File: src/rtl/moore_sm_pkg.sv
// Shared types for the 1-0-1-1 Moore pattern detector: state encoding and
// the state-to-output decode used by the top.
package moore_sm_pkg;

  localparam int OUT_W = 3;

  typedef enum logic [2:0] {
    S0 = 3'd0,
    S1 = 3'd1,
    S2 = 3'd2,
    S3 = 3'd3,
    S4 = 3'd4
  } state_t;

  // Output code is state index + 1; any unused encoding reads as idle (1).
  function automatic logic [OUT_W-1:0] state_to_out(input state_t s);
    logic [OUT_W-1:0] o;
    case (s)
      S0:      o = 3'd1;
      S1:      o = 3'd2;
      S2:      o = 3'd3;
      S3:      o = 3'd4;
      S4:      o = 3'd5;
      default: o = 3'd1;
    endcase
    return o;
  endfunction

endpackage

File: src/rtl/moore_sm.sv
// Moore detector for the serial pattern 1-0-1-1 (overlap allowed).
// out reports the registered state as index+1; out==5 means detected.
module moore_sm
  import moore_sm_pkg::*;
(
  input  logic             clk,
  input  logic             reset,
  input  logic             in,
  output logic [OUT_W-1:0] out
);

  state_t state;
  state_t state_next;

  always_ff @(posedge clk) begin
    if (!reset) state <= S0;
    else        state <= state_next;
  end

  // Each state records the longest pattern prefix that is a suffix of the input.
  always_comb begin
    state_next = S0;
    case (state)
      S0:      state_next = in ? S1 : S0;
      S1:      state_next = in ? S1 : S2;
      S2:      state_next = in ? S3 : S0;
      S3:      state_next = in ? S4 : S2;
      S4:      state_next = in ? S1 : S2;
      default: state_next = S0;
    endcase
  end

  assign out = state_to_out(state);

endmodule

File: config.mk
export PLATFORM = sky130hd
export DESIGN_NAME = moore_sm
export DESIGN_NICKNAME = d
export VERILOG_FILES = /design/src/rtl/moore_sm_pkg.sv /design/src/rtl/moore_sm.sv
export SDC_FILE = /design/constraint.sdc
export NUM_CORES = 1
export LEC_CHECK = 0
export BUFFER_PORTS_ARGS = -buffer_cell sky130_fd_sc_hd__buf_2
export CAP_MARGIN = 40
export CELL_PAD_IN_SITES_DETAIL_PLACEMENT = 0
export CELL_PAD_IN_SITES_GLOBAL_PLACEMENT = 1
export CORE_AREA = 2 2 39 41
export DETAILED_ROUTE_END_ITERATION = 10
export DIE_AREA = 0 0 41 43
export HOLD_SLACK_MARGIN = 0.1
export PLACE_DENSITY = 0.46
export SLEW_MARGIN = 20
export SYNTH_ARGS = -nofsm -noshare
export SYNTH_HDL_FRONTEND = slang
export SYNTH_SLANG_ARGS = --single-unit
File: constraint.sdc
create_clock -name clk -period 1.1 [get_ports clk]
set_input_delay 0.055 -clock clk [delete_from_list [all_inputs] [get_ports clk]]
set_output_delay 0.055 -clock clk [all_outputs]
set_load 0.01 [all_outputs]
==> Word-level counts from Yosys, hierarchy flattened <==
Cells that the tools add are included.
{ "totals": {"ff_bits": 3, "elab_cells": 13} }
{ "op_classes": {"n_eq_ne": 4, "n_mux": 6, "n_reduce_logical": 2} }
{ "op_table": {"columns": ["cell", "count"], "rows": [
  ["3-bit one-hot mux with 4 select lines", 2],
  ["3-bit by 2-bit equality test with 1-bit output, second input constant", 2],
  ["2-bit 2-to-1 mux", 2],
  ["3-bit by 1-bit equality test with 1-bit output, second input constant", 1],
  ["3-bit equality test, second input constant", 1],
  ["3-bit zero test", 1],
  ["3-bit 2-to-1 mux", 1],
  ["2-bit OR reduction", 1],
  ["1-bit 2-to-1 mux", 1]
]} }

==> Depth between registers and ports, before layout <==
{ "depth": {"ltp_word": 3, "depth_mapped": 3, "ltp_nobuf": 2} }

==> Least setup slack after synthesis <==
Ideal clock, no wire load.
{ "synth_timing": {"path_type": "reg2reg", "start": "reg state[2]", "end": "reg state[1]", "t_arrival_ns": 0.781, "t_required_ns": 0.980, "slack_ns": 0.200, "path_stages_with_launch": 3, "period_less_slack_ns": 0.900, "path_cell_list": "dfxtp_1 nor4b_2 o31a_1"} }
{ "synth_via": {"elab_chain_len": 3} }
{ "synth_lines": {"columns": ["element", "line_no", "text"], "rows": [
  ["from (decl)", "moore_sm.sv:12", "state_t state;"],
  ["from (signal assigned)", "moore_sm.sv:17", "else state <= state_next;"],
  ["3-bit equality test / 3-bit by 1-bit equality test with 1-bit output (equally long branches)", "moore_sm.sv:23", "case (state)"],
  ["2-bit OR reduction (no line)", null, null],
  ["3-bit one-hot mux with 4 select lines *", "moore_sm.sv:23", null]
]} }
Every way passes the cells marked *; elsewhere a longest branch is shown, timed or not.
A chain may end at the register's enable or synchronous reset.

==> Final worst setup path <==
{ "layout_timing": {"start": "reg state[0]", "end": "out out[2]"} }
{ "layout_via": {"elab_chain_len": 2} }
{ "layout_lines": {"columns": ["element", "line_no", "text"], "rows": [
  ["3-bit equality test (tied with other cells)", "moore_sm_pkg.sv:18", "case (s)"],
  ["3-bit one-hot mux with 4 select lines *", "moore_sm_pkg.sv:18", null],
  ["to (decl)", "moore_sm.sv:9", "output logic [OUT_W-1:0] out"]
]} }
Marks and branches as above.

==> reports/qor.yml <==
synth:
  synthesis.area_sq_um: 175
  syn_inst: 19
  seq_area_frac_synth: 0.343
  ys_types: 13
  synth-seq-cells: 3
  yosysWarnings: 0
  syn-num-nets: 22
  syn-mean-instance-area_sq_um: 9.22
global_route:
  grt_pass1_vias: 160
  grtUsageTotal: 0.0562
  busiest_layer: "met4"
  antenna_found_initial: 0
  grt_use_met3: 0.0314
  use_met1: 0.0545
  overflow: 0
  grt_max_degree: 9
  grt_pass1_wl_um: 600
  use_met2: 0.0656
floorplan:
  coreArea_sq_mm: 0.00138
  die_h_um: 43
  fp-row-count: 14
  io_pins: 6
  die-area_sq_mm: 0.00176
  die_w_um: 41
  start_util: 0.127
layout:
  drive_gt1_frac: 0.448
  final_common_cell: "buf_2"
  reg_top3: "state (3)"
  antenna_cells: 0
  register_area_sq_um: 63.8
  multiInputGateArea_sq_um: 104
  largest_register_ffs: 3
  fillers: 160
  post-route-util: 0.187
  final_nets: 33
  layout_common_cells: "5 x buf_2, 3 x nor2_1, 3 x clkbuf_4, 3 x dfxtp_2"
  area_growth_pct: 47.9
  regMostFlops: "state"
cts:
  cts_sinks: 3
  htree_levels: 1
  cts_buffers: 3
  clockRootBuffer: "clkbuf_4"
  cts_post_setup_buffers_inserted: 0
  cts_tree: "built"
  clock_path_buffers: 2
  path_clk_slew_ps: 40
  insertion_delay_ps: 230
detailed_routing:
  wirelength_um: 341
  drc: 0
  viasPerCell: 3.53
  first_iter_violations: 0
  vias: 159
  wire_per_inst_um: 7.58
  drt.antenna.violating_nets: 0
  drtPass1Iterations: 1
timing:
  hold_viol: 0
  rsz0062_at_grt: "false"
  finClkSkew_ps: 0.390
  fin_crit_ps: 1040
  max_freq_mhz: 961
  final.setup.tns_ps: 0
  drv_slew: 0
  slew_headroom: 0.838
  tightest_slew_ps: 239
  setup_violations: 0
  fin_crit_sh: 0.946
setup_path:
  crit_fanout: 8
  worstSetupPathType: "register to primary output"
  endpoint_kind: "primary output"
  cp.arrival_ps: 990
  critPathLaunchType: "register"
  required_ps: 1040
  rr_startpoint: "state[2]"
  r2r-end: "state[1]"
  ff2ff_path_depth: 2
  worst-r2r-setup-slack_ps: 180
status:
  status: "complete, no violations"
power:
  power_switching_share: 0.222
  p_int_uw: 269
  pwr-share-seq: 0.350
  clkPwrFrac: 0.552
  p_leak_nw: 0.0981
  peakVddDrop_mv: 0.418
  power_density_mw_per_mm2: 1340
  p_comb_frac: 0.097
  p_switching_uw: 76.8
placed_design:
  io_buffers: 5
  gp_congestion: 0.697
  dp_hpwl_um: 238
min_path:
  hold_depth: 2
  hold_class: "register to register"
  min_to: "state[2]"
  hold_start: "state[1]"
flow_run:
  cap_violations: 0
layout make-up:
class | instances | share of cell area
multi-input combinational | 15 | 0.401
sequential | 3 | 0.246
timing repair buffer | 7 | 0.174
clock buffer | 4 | 0.101
tap | 16 | 0.0773
worst max-delay path by stage:
| stage | start | to | slack, ps | depth (start not counted) |
|---|---|---|---|---|
| after global placement | state[0] | state[1] | 130 | 2 |
| after global routing | state[0] | out[2] | 1 | 3 |
| final | state[0] | out[2] | 60 | 3 |
| after CTS | state[2] | out[2] | 7 | 3 |
| after detailed placement | state[0] | state[1] | 120 | 2 |
| after floorplan | state[2] | state[1] | 200 | 2 |
worst max-delay path, cell delays in order, from the launching register on:
cell,delay [ps]
dfxtp_2,400
nand2_1,70
o22ai_1,140
buf_2,150
power groups by stage:
| stage | clock (mW) | sequential (mW) | combinational, mW |
|---|---|---|---|
| floorplan | 0 | 0.118 | 0.0232 |
| global placement | 0 | 0.122 | 0.0281 |
| finish | 0.191 | 0.121 | 0.0337 |
| CTS | 0.204 | 0.121 | 0.0341 |
| detailed placement | 0 | 0.122 | 0.0286 |
| global route | 0.214 | 0.122 | 0.0382 |
through the flow:
stage	instance area, sq um	hold slack (ps)	power (mW)	worst slack, ps	instances
floorplan	175	173	0.141	200	19
detailed placement	209	320	0.151	119	39
global placement	209	313	0.150	132	39
CTS	258	510	0.359	6.58	45
finish	259	498	0.346	59.4	45
global route	259	523	0.374	1.48	45
metal layers:
metal	wire length, um	up-vias	share of wire
li1	-	87	-
met1	167	68	0.49
met2	154	4	0.45
met3	19	0	0.056
met4	0	0	0
met5	0	-	0
cell usage after synthesis:
master,instances,share of area
nand3_1,1,0.029
nor3b_1,1,0.043
nand2_1,2,0.043
maj3_2,1,0.064
nor2_1,3,0.064
buf_6,1,0.064
nand2b_1,2,0.071
xnor2_1,1,0.050
o31a_1,1,0.050
o22ai_1,1,0.036
dfxtp_1,3,0.34
nor4bb_1,1,0.057
nor4b_2,1,0.086
logic make-up (layout without fill, tap and decap cells):
group	after synthesis	count (layout)	synth area share
simple gates	11	11	0.393
xor+xnor	1	1	0.0500
fa+ha+maj	1	1	0.0643
flops	3	3	0.343
compound gates	2	2	0.0857
buf+inv	1	11	0.0643
timing repair:
item / in CTS / in global routing
hold buffers: 2 / 0
gates resized for setup: 2 / 1
hold endpoints to repair: 3 / 0
endpoints found under the setup margin: 2 / 2
pin swaps: 0 / 0
(Power assumes the default switching activity.)
